File: src/rtl/ifetch_pkg.sv
// ifetch_pkg: shared types and address-split helpers
// for the line-cached fetch stage and its queue.
package ifetch_pkg;

  typedef enum logic {
    FETCH = 1'b0,
    MISS  = 1'b1
  } fstate_e;

  // Queue entry layout at the default 32-bit address width.
  typedef struct packed {
    logic [31:0] pc;
    logic [31:0] ins;
  } fq_entry_t;

  function automatic int offset_w(input int line_words);
    return $clog2(line_words) + 2;
  endfunction

  function automatic int index_w(input int num_lines);
    return $clog2(num_lines);
  endfunction

  function automatic int tag_w(input int addr_w,
                               input int line_words,
                               input int num_lines);
    return addr_w - offset_w(line_words) - index_w(num_lines);
  endfunction

endpackage

File: src/rtl/fetch_queue.sv
// fetch_queue: synchronous FIFO between fetch and decode,
// power-of-two depth, flush empties it in one cycle.
module fetch_queue #(
  parameter int DEPTH = 4,
  parameter int W     = 64
) (
  input  logic                   clk,
  input  logic                   rst,
  input  logic                   push,
  input  logic                   pop,
  input  logic                   flush,
  input  logic [W-1:0]           din,
  output logic [W-1:0]           dout,
  output logic                   empty,
  output logic                   full,
  output logic [$clog2(DEPTH):0] count
);

  localparam int PW = $clog2(DEPTH);
  localparam logic [PW:0] FULL_CNT = (PW+1)'(DEPTH);

  logic [W-1:0]  slot_q [DEPTH];
  logic [PW-1:0] wr_q, wr_d;
  logic [PW-1:0] rd_q, rd_d;
  logic [PW:0]   cnt_q, cnt_d;
  logic          do_push, do_pop;

  assign empty = (cnt_q == '0);
  assign full  = (cnt_q == FULL_CNT);
  assign count = cnt_q;
  assign dout  = slot_q[rd_q];

  // pointer and occupancy update; flush wins over push/pop
  always_comb begin
    do_push = push && !full;
    do_pop  = pop && !empty;
    wr_d    = wr_q;
    rd_d    = rd_q;
    cnt_d   = cnt_q;
    if (flush) begin
      wr_d  = '0;
      rd_d  = '0;
      cnt_d = '0;
    end else begin
      if (do_push) wr_d = wr_q + 1'b1;
      if (do_pop)  rd_d = rd_q + 1'b1;
      case ({do_push, do_pop})
        2'b10:   cnt_d = cnt_q + 1'b1;
        2'b01:   cnt_d = cnt_q - 1'b1;
        default: cnt_d = cnt_q;
      endcase
    end
  end

  // pointer/count registers
  always_ff @(posedge clk) begin
    if (rst) begin
      wr_q  <= '0;
      rd_q  <= '0;
      cnt_q <= '0;
    end else begin
      wr_q  <= wr_d;
      rd_q  <= rd_d;
      cnt_q <= cnt_d;
    end
  end

  // entry storage, written at the tail
  always_ff @(posedge clk) begin
    if (do_push && !flush) slot_q[wr_q] <= din;
  end

endmodule

File: src/rtl/ins_fetch_q.sv
// ins_fetch_q: PC, direct-mapped line cache with line refill,
// and a fetch queue toward decode; MEM redirects flush it.
module ins_fetch_q
  import ifetch_pkg::*;
#(
  parameter int              ADDR_W     = 32,
  parameter int              LINE_WORDS = 4,
  parameter int              NUM_LINES  = 16,
  parameter int              FQ_DEPTH   = 4,
  parameter logic [ADDR_W-1:0] RESET_PC = '0
) (
  input  logic                     clk,
  input  logic                     rst,
  input  logic                     redirect_valid,
  input  logic [ADDR_W-1:0]        redirect_pc,
  output logic                     mem_req,
  output logic [ADDR_W-1:0]        mem_addr,
  input  logic                     mem_valid,
  input  logic [LINE_WORDS*32-1:0] mem_rdata,
  output logic                     out_valid,
  output logic [31:0]              out_ins,
  output logic [ADDR_W-1:0]        out_pc,
  output logic [ADDR_W-1:0]        out_pc4,
  input  logic                     out_ready,
  output logic [31:0]              miss_cnt
);

  localparam int OFFSET_W = offset_w(LINE_WORDS);
  localparam int INDEX_W  = index_w(NUM_LINES);
  localparam int TAG_W    = tag_w(ADDR_W, LINE_WORDS, NUM_LINES);
  localparam int WSEL_W   = OFFSET_W - 2;
  localparam int QW       = ADDR_W + 32;
  localparam int CW       = $clog2(FQ_DEPTH) + 1;

  fstate_e             state_q, state_d;
  logic [ADDR_W-1:0]   pc_q, pc_d;
  logic [ADDR_W-1:0]   pend_pc_q, pend_pc_d;
  logic                pend_q, pend_d;
  logic [31:0]         miss_cnt_q, miss_cnt_d;
  logic [NUM_LINES-1:0] vld_q, vld_d;

  logic [TAG_W-1:0]           tag_mem  [NUM_LINES];
  logic [LINE_WORDS*32-1:0]   data_mem [NUM_LINES];

  logic [INDEX_W-1:0] idx;
  logic [TAG_W-1:0]   tag;
  logic [WSEL_W-1:0]  wsel;
  logic [31:0]        word;
  logic               hit;
  logic [ADDR_W-1:0]  tgt;
  logic               push, pop, fill;
  logic               q_empty, q_full;
  logic [CW-1:0]      q_cnt;
  logic [QW-1:0]      q_din, q_dout;
  logic               unused_bits;

  assign idx  = pc_q[OFFSET_W +: INDEX_W];
  assign tag  = pc_q[ADDR_W-1 -: TAG_W];
  assign wsel = pc_q[2 +: WSEL_W];
  assign word = data_mem[idx][{wsel, 5'b0} +: 32];
  assign hit  = vld_q[idx] && (tag_mem[idx] == tag);
  assign tgt  = {redirect_pc[ADDR_W-1:2], 2'b00};

  assign q_din = {pc_q, word};
  assign pop   = !q_empty && out_ready;

  assign out_valid = !q_empty;
  assign out_pc    = q_empty ? '0 : q_dout[QW-1:32];
  assign out_ins   = q_empty ? '0 : q_dout[31:0];
  assign out_pc4   = q_empty ? '0 : q_dout[QW-1:32] + ADDR_W'(4);
  assign miss_cnt  = miss_cnt_q;

  assign unused_bits = ^{q_cnt, redirect_pc[1:0]};

  // next-state: lookup/push in FETCH, refill and pending redirect in MISS
  always_comb begin
    state_d    = state_q;
    pc_d       = pc_q;
    pend_d     = pend_q;
    pend_pc_d  = pend_pc_q;
    miss_cnt_d = miss_cnt_q;
    vld_d      = vld_q;
    push       = 1'b0;
    fill       = 1'b0;
    mem_req    = 1'b0;
    mem_addr   = '0;
    unique case (state_q)
      FETCH: begin
        if (redirect_valid) begin
          pc_d = tgt;
        end else if (!hit) begin
          state_d = MISS;
        end else if (!q_full) begin
          push = 1'b1;
          pc_d = pc_q + ADDR_W'(4);
        end
      end
      MISS: begin
        mem_req  = 1'b1;
        mem_addr = {pc_q[ADDR_W-1:OFFSET_W], OFFSET_W'(0)};
        if (redirect_valid) begin
          pend_d    = 1'b1;
          pend_pc_d = tgt;
        end
        if (mem_valid) begin
          fill       = 1'b1;
          vld_d[idx] = 1'b1;
          state_d    = FETCH;
          pend_d     = 1'b0;
          if (miss_cnt_q != '1) miss_cnt_d = miss_cnt_q + 32'd1;
          if (redirect_valid) pc_d = tgt;
          else if (pend_q)    pc_d = pend_pc_q;
        end
      end
      default: state_d = FETCH;
    endcase
  end

  // control state registers
  always_ff @(posedge clk) begin
    if (rst) begin
      state_q    <= FETCH;
      pc_q       <= RESET_PC;
      pend_q     <= 1'b0;
      pend_pc_q  <= '0;
      miss_cnt_q <= '0;
      vld_q      <= '0;
    end else begin
      state_q    <= state_d;
      pc_q       <= pc_d;
      pend_q     <= pend_d;
      pend_pc_q  <= pend_pc_d;
      miss_cnt_q <= miss_cnt_d;
      vld_q      <= vld_d;
    end
  end

  // tag/data line write on refill completion
  always_ff @(posedge clk) begin
    if (fill && !rst) begin
      tag_mem[idx]  <= tag;
      data_mem[idx] <= mem_rdata;
    end
  end

  fetch_queue #(
    .DEPTH (FQ_DEPTH),
    .W     (QW)
  ) u_fq (
    .clk   (clk),
    .rst   (rst),
    .push  (push),
    .pop   (pop),
    .flush (redirect_valid),
    .din   (q_din),
    .dout  (q_dout),
    .empty (q_empty),
    .full  (q_full),
    .count (q_cnt)
  );

endmodule

File: config.mk
export PLATFORM = sky130hd
export DESIGN_NAME = ins_fetch_q
export DESIGN_NICKNAME = d
export VERILOG_FILES = /design/src/rtl/ifetch_pkg.sv /design/src/rtl/fetch_queue.sv /design/src/rtl/ins_fetch_q.sv
export SDC_FILE = /design/constraint.sdc
export NUM_CORES = 2
export LEC_CHECK = 0
export CORE_MARGIN = 2
export CORE_UTILIZATION = 32
export CTS_CLUSTER_SIZE = 25
export DETAILED_ROUTE_END_ITERATION = 8
export PLACE_DENSITY_LB_ADDON = 0.25
export SLEW_MARGIN = 20
export SYNTH_ARGS = -nofsm -noshare
export SYNTH_HDL_FRONTEND = slang
export SYNTH_HIERARCHICAL = 1
export SYNTH_SLANG_ARGS = --single-unit
File: constraint.sdc
create_clock -name clk -period 18.4 [get_ports clk]
set_input_delay 5.52 -clock clk [delete_from_list [all_inputs] [get_ports clk]]
set_output_delay 5.52 -clock clk [all_outputs]
set_load 0.02 [all_outputs]
==> impl_metrics.xml <==
<?xml version="1.0" encoding="UTF-8"?>
<metrics>
  <group name="status">
    <metric name="run_status" unit="">completed</metric>
  </group>
  <group name="logic_synthesis">
    <metric name="seq_area_frac_synth" unit="%">75.74</metric>
    <metric name="synth-async-reset-ratio" unit="%">0</metric>
    <metric name="synth_top_cell_area_share" unit="%">73.50</metric>
    <metric name="synth.top_cells.by_area" unit="">sky130_fd_sc_hd__edfxtp_1 (74%), sky130_fd_sc_hd__mux4_2 (16%), sky130_fd_sc_hd__dfxtp_1 (2.2%), sky130_fd_sc_hd__mux2i_1 (0.93%), sky130_fd_sc_hd__clkbuf_1 (0.56%)</metric>
    <metric name="yosys.area.top_type" unit="">sky130_fd_sc_hd__edfxtp_1</metric>
    <metric name="post_synthesis_instance_total" unit="">5040</metric>
    <metric name="flops_latches_synth" unit="">2811</metric>
    <metric name="dominantRegCellSynth" unit="">sky130_fd_sc_hd__edfxtp_1</metric>
    <metric name="mappedNetlistArea" unit="um^2">109800</metric>
    <metric name="synth_edf_count" unit="">2688</metric>
    <metric name="synthesis.area_per_instance" unit="um^2">21.79</metric>
    <metric name="yosysUniqueCellTypes" unit="">85</metric>
    <metric name="synth.yosys.warnings" unit="">6</metric>
  </group>
  <group name="placement">
    <metric name="io_buffer_count" unit="">320</metric>
    <metric name="place_congestion" unit="">0.7600</metric>
    <metric name="dpl_cell_area" unit="um^2">118700</metric>
    <metric name="dp.final_hpwl" unit="mm">158.1</metric>
  </group>
  <group name="clock_tree">
    <metric name="max-clock-path-buffers" unit="">4</metric>
    <metric name="tritoncts" unit="">yes</metric>
    <metric name="clkSlewWorstSetupHoldPaths" unit="ns">0.06</metric>
    <metric name="cts_inserted_buffers" unit="">297</metric>
    <metric name="post-cts-setup-buffer-count" unit="">0</metric>
    <metric name="ctsHoldBuffers" unit="">0</metric>
    <metric name="cts_root_buf" unit="">sky130_fd_sc_hd__clkbuf_16</metric>
    <metric name="cts_num_sinks" unit="">2811</metric>
    <metric name="cts.repair.resized" unit="">0</metric>
    <metric name="clock_latency" unit="ns">0.86</metric>
    <metric name="cts-htree-levels" unit="">5</metric>
  </group>
  <group name="critical_path">
    <metric name="timing.setup.critical_path_class" unit="">reg -&gt; out</metric>
    <metric name="cp_cell_sequence" unit="">buf_4 -&gt; mux4_2 -&gt; ha_1 -&gt; and3_1 -&gt; inv_1 -&gt; nor3_1 -&gt; nand3b_1 -&gt; or3_1 -&gt; a21oi_1 -&gt; clkdlybuf4s50_1</metric>
    <metric name="worst_setup_path_start_kind" unit="">flop</metric>
    <metric name="worst_ep_arrival_time" unit="ns">5.16</metric>
    <metric name="crit_path_max_fanout" unit="">42</metric>
    <metric name="crit_slowest_cell" unit="">sky130_fd_sc_hd__buf_4</metric>
    <metric name="max_stage_delay" unit="ns">0.72</metric>
    <metric name="setup.worst_path.end_class" unit="">output pin</metric>
    <metric name="worstPathRequired" unit="ns">12.88</metric>
    <metric name="critical_path_buf_inv_count" unit="">3</metric>
    <metric name="cpLargestDelayFamily" unit="">buffers and inverters</metric>
  </group>
  <group name="routing">
    <metric name="first_pass_iters" unit="">5</metric>
    <metric name="via_count" unit="">53060</metric>
    <metric name="final_ant_viol_nets" unit="">0</metric>
    <metric name="vias_per_cell" unit="">5.146</metric>
    <metric name="wl" unit="mm">293.6</metric>
    <metric name="post_drt_wl_per_cell" unit="um">28.47</metric>
    <metric name="route.detailed.drc" unit="">0</metric>
    <metric name="number_of_drc_markers_in_iteration_0" unit="">4975</metric>
  </group>
  <group name="finish">
    <metric name="layout.cell_area.non_filler" unit="um^2">127900</metric>
    <metric name="nNetsFinal" unit="">5688</metric>
    <metric name="synthToLayoutAreaGrowth" unit="%">16.50</metric>
    <metric name="drive_above_1_share" unit="%">24.13</metric>
    <metric name="final.fill_count" unit="">31110</metric>
  </group>
  <group name="timing">
    <metric name="setup_repair_after_global_routing_missed_its_margin" unit="">no</metric>
    <metric name="final_min_period_over_clock_period" unit="%">58.06</metric>
    <metric name="max_slew_margin" unit="%">25.37</metric>
    <metric name="transition_time_at_the_pin_with_the_least_slew_margin" unit="ns">1.119</metric>
    <metric name="period_needed" unit="ns">10.68</metric>
    <metric name="finalMaxSlewViolations" unit="">0</metric>
    <metric name="final-setup-viol-count" unit="">0</metric>
    <metric name="worst_setup_skew_after_layout" unit="ns">0.06613</metric>
    <metric name="fmaxAchievable" unit="GHz">0.09361</metric>
    <metric name="final.setup.tns" unit="ns">0</metric>
    <metric name="finalHoldViolations" unit="">0</metric>
  </group>
  <group name="floorplanning">
    <metric name="floorplan.io_pins" unit="">327</metric>
    <metric name="floorplan.initialDensity" unit="%">32.09</metric>
    <metric name="die_width" unit="um">589.8</metric>
    <metric name="core-area" unit="um^2">342200</metric>
    <metric name="rows" unit="">215</metric>
    <metric name="die_h" unit="um">589.8</metric>
    <metric name="die_area" unit="um^2">347900</metric>
  </group>
  <group name="flow_run">
    <metric name="max_cap_violations" unit="">0</metric>
  </group>
  <group name="global_routing">
    <metric name="global_route_usage_over_all_layers" unit="%">16.64</metric>
    <metric name="grt_first_pass_wirelength" unit="mm">413.7</metric>
    <metric name="antenna_found_initial" unit="">70</metric>
    <metric name="via_count_of_the_first_global_routing_pass" unit="">54570</metric>
    <metric name="global_route.overflow_total" unit="">0</metric>
    <metric name="grt_max_degree" unit="">145</metric>
  </group>
  <group name="worst_hold_path">
    <metric name="worst_hold_path_type" unit="">reg -&gt; reg</metric>
  </group>
  <group name="pwr">
    <metric name="pwr_density" unit="nW/um^2">104.8</metric>
    <metric name="peakVddDrop" unit="V">0.00006898</metric>
    <metric name="static-leakage-power" unit="nW">37.99</metric>
  </group>
</metrics>
[cell families after synthesis]
group / after synthesis / synth area share, %
AO/OA/AOI/OAI: 260 / 1.489
XOR/XNOR: 101 / 0.8055
adder cells (fa/ha/maj): 9 / 0.1094
buffers and inverters: 331 / 1.462
flip-flops: 2811 / 75.74
multiplexers: 926 / 17.53
other: 1 / 0.003415
AND/OR/NAND/NOR: 601 / 2.854
[synth_stat cells, drive strengths merged, types with 42 or more instances]
master	count
mux4	791
clkbuf	165
mux2i	102
buf	123
nand3	42
a21oi	88
nor2b	78
o21ai	48
edfxtp	2688
dfxtp	123
xor2	52
nand2	160
xnor2	49
nor2	129
[worst reg2reg max path: stages (launching register included)]
cell and delay (ns):
sky130_fd_sc_hd__dfxtp_4 0.46, sky130_fd_sc_hd__buf_4 0.67, sky130_fd_sc_hd__buf_4 0.90, sky130_fd_sc_hd__buf_4 0.99, sky130_fd_sc_hd__nand2_1 0.59, sky130_fd_sc_hd__o22ai_1 0.32, sky130_fd_sc_hd__a211o_1 0.15, sky130_fd_sc_hd__xor2_1 0.25
sky130_fd_sc_hd__a21oi_1 0.19, sky130_fd_sc_hd__nand4b_1 0.25, sky130_fd_sc_hd__nand4bb_1 0.30, sky130_fd_sc_hd__nor4_1 0.83, sky130_fd_sc_hd__nand2_1 0.39, sky130_fd_sc_hd__nor3b_2 0.26, sky130_fd_sc_hd__buf_4 0.48, sky130_fd_sc_hd__buf_4 0.70
[power breakdown]
part | internal [W] | switching (W)
logic | 0.000252 | 0.000352
clock network | 0.00332 | 0.00244
registers | 0.00704 | 0.0000157
total | 0.0106 | 0.00281
[per-stage QoR]
stage / hold WS, ns / total power [W] / utilization [%] / setup slack (ns) / std cells
3_3_place_gp: 0.4483 / 0.007794 / 34.67 / 7.884 / 9770
4_1_cts: 0.4547 / 0.01356 / 37.37 / 7.575 / 10290
3_5_place_dp: 0.4467 / 0.007806 / 34.69 / 7.880 / 9772
6_report: 0.4554 / 0.01341 / 37.39 / 7.717 / 10310
5_1_grt: 0.4824 / 0.01382 / 37.38 / 7.381 / 10300
2_1_floorplan: 0.4360 / 0.007538 / - / 5.115 / 5051
[worst paths after layout]
path,from,to,slack (ns),depth (start not counted)
setup / recovery,flop,out_pc4[26],7.72,10
hold / removal,pend_pc_q[10]$_SDFFE_PP0P_,pend_pc_q[10]$_SDFFE_PP0P_,0.46,2
setup reg to reg,flop,u_fq/slot_q[2][6]$_DFFE_PP_,10.20,15
hold reg to reg,pend_pc_q[10]$_SDFFE_PP0P_,pend_pc_q[10]$_SDFFE_PP0P_,0.46,2
[routing by layer]
metal	vias to the layer above	wire length, um	GRT usage [%]
li1	22030	-	-
met1	28840	125300	22.77
met2	1690	141000	26.95
met3	462	17880	3.017
met4	36	9118	5.269
met5	-	241	0
[registers in the layout, indices dropped and copies added, names as in the netlist, named ones only]
register / count
u_fq/slot_q: 256
pend_q: 1
tag_mem: 384
state_q: 1
u_fq/rd_q: 2
pc_q: 30
data_mem: 2048
u_fq/count: 3
u_fq/wr_q: 2
miss_cnt: 32
pend_pc_q: 30
vld_q: 16
[area by class of cell]
cell class / instances / area [um^2] / share of cell area, %
diodes: 19 / 47.55 / 0.03716
clock buffers: 366 / 7883 / 6.161
clock inverters: 154 / 1300 / 1.016
inverters: 43 / 170.2 / 0.1330
multi-input cells: 1909 / 25240 / 19.73
flip-flops and latches: 2811 / 83210 / 65.04
well taps: 4557 / 5702 / 4.456
repair buffers: 452 / 4393 / 3.434
[cell usage in the layout, fill, tap and decap left out, types with 24 or more instances in the layout]
master / synthesis / layout
sky130_fd_sc_hd__nand3_1: 42 / 42
sky130_fd_sc_hd__clkinv_2: 1 / 46
sky130_fd_sc_hd__nand2_1: 160 / 160
sky130_fd_sc_hd__clkbuf_1: 164 / 60
sky130_fd_sc_hd__mux2i_1: 102 / 102
sky130_fd_sc_hd__and2_1: 30 / 30
sky130_fd_sc_hd__nor2b_1: 78 / 78
sky130_fd_sc_hd__clkinv_1: 1 / 74
sky130_fd_sc_hd__o31ai_1: 24 / 24
sky130_fd_sc_hd__xor2_1: 52 / 52
sky130_fd_sc_hd__buf_4: 16 / 117
sky130_fd_sc_hd__xnor2_1: 49 / 49
sky130_fd_sc_hd__inv_1: 41 / 40
sky130_fd_sc_hd__o21ai_0: 47 / 47
sky130_fd_sc_hd__nor2_1: 129 / 113
sky130_fd_sc_hd__edfxtp_1: 2688 / 2688
sky130_fd_sc_hd__a21oi_1: 87 / 87
sky130_fd_sc_hd__mux4_2: 781 / 781
sky130_fd_sc_hd__clkdlybuf4s50_1: 0 / 318
sky130_fd_sc_hd__o22ai_1: 31 / 31
sky130_fd_sc_hd__dfxtp_1: 123 / 114
sky130_fd_sc_hd__mux2_2: 27 / 27
sky130_fd_sc_hd__clkbuf_16: 0 / 306
No activity file was read; power rests on OpenSTA's default activity.
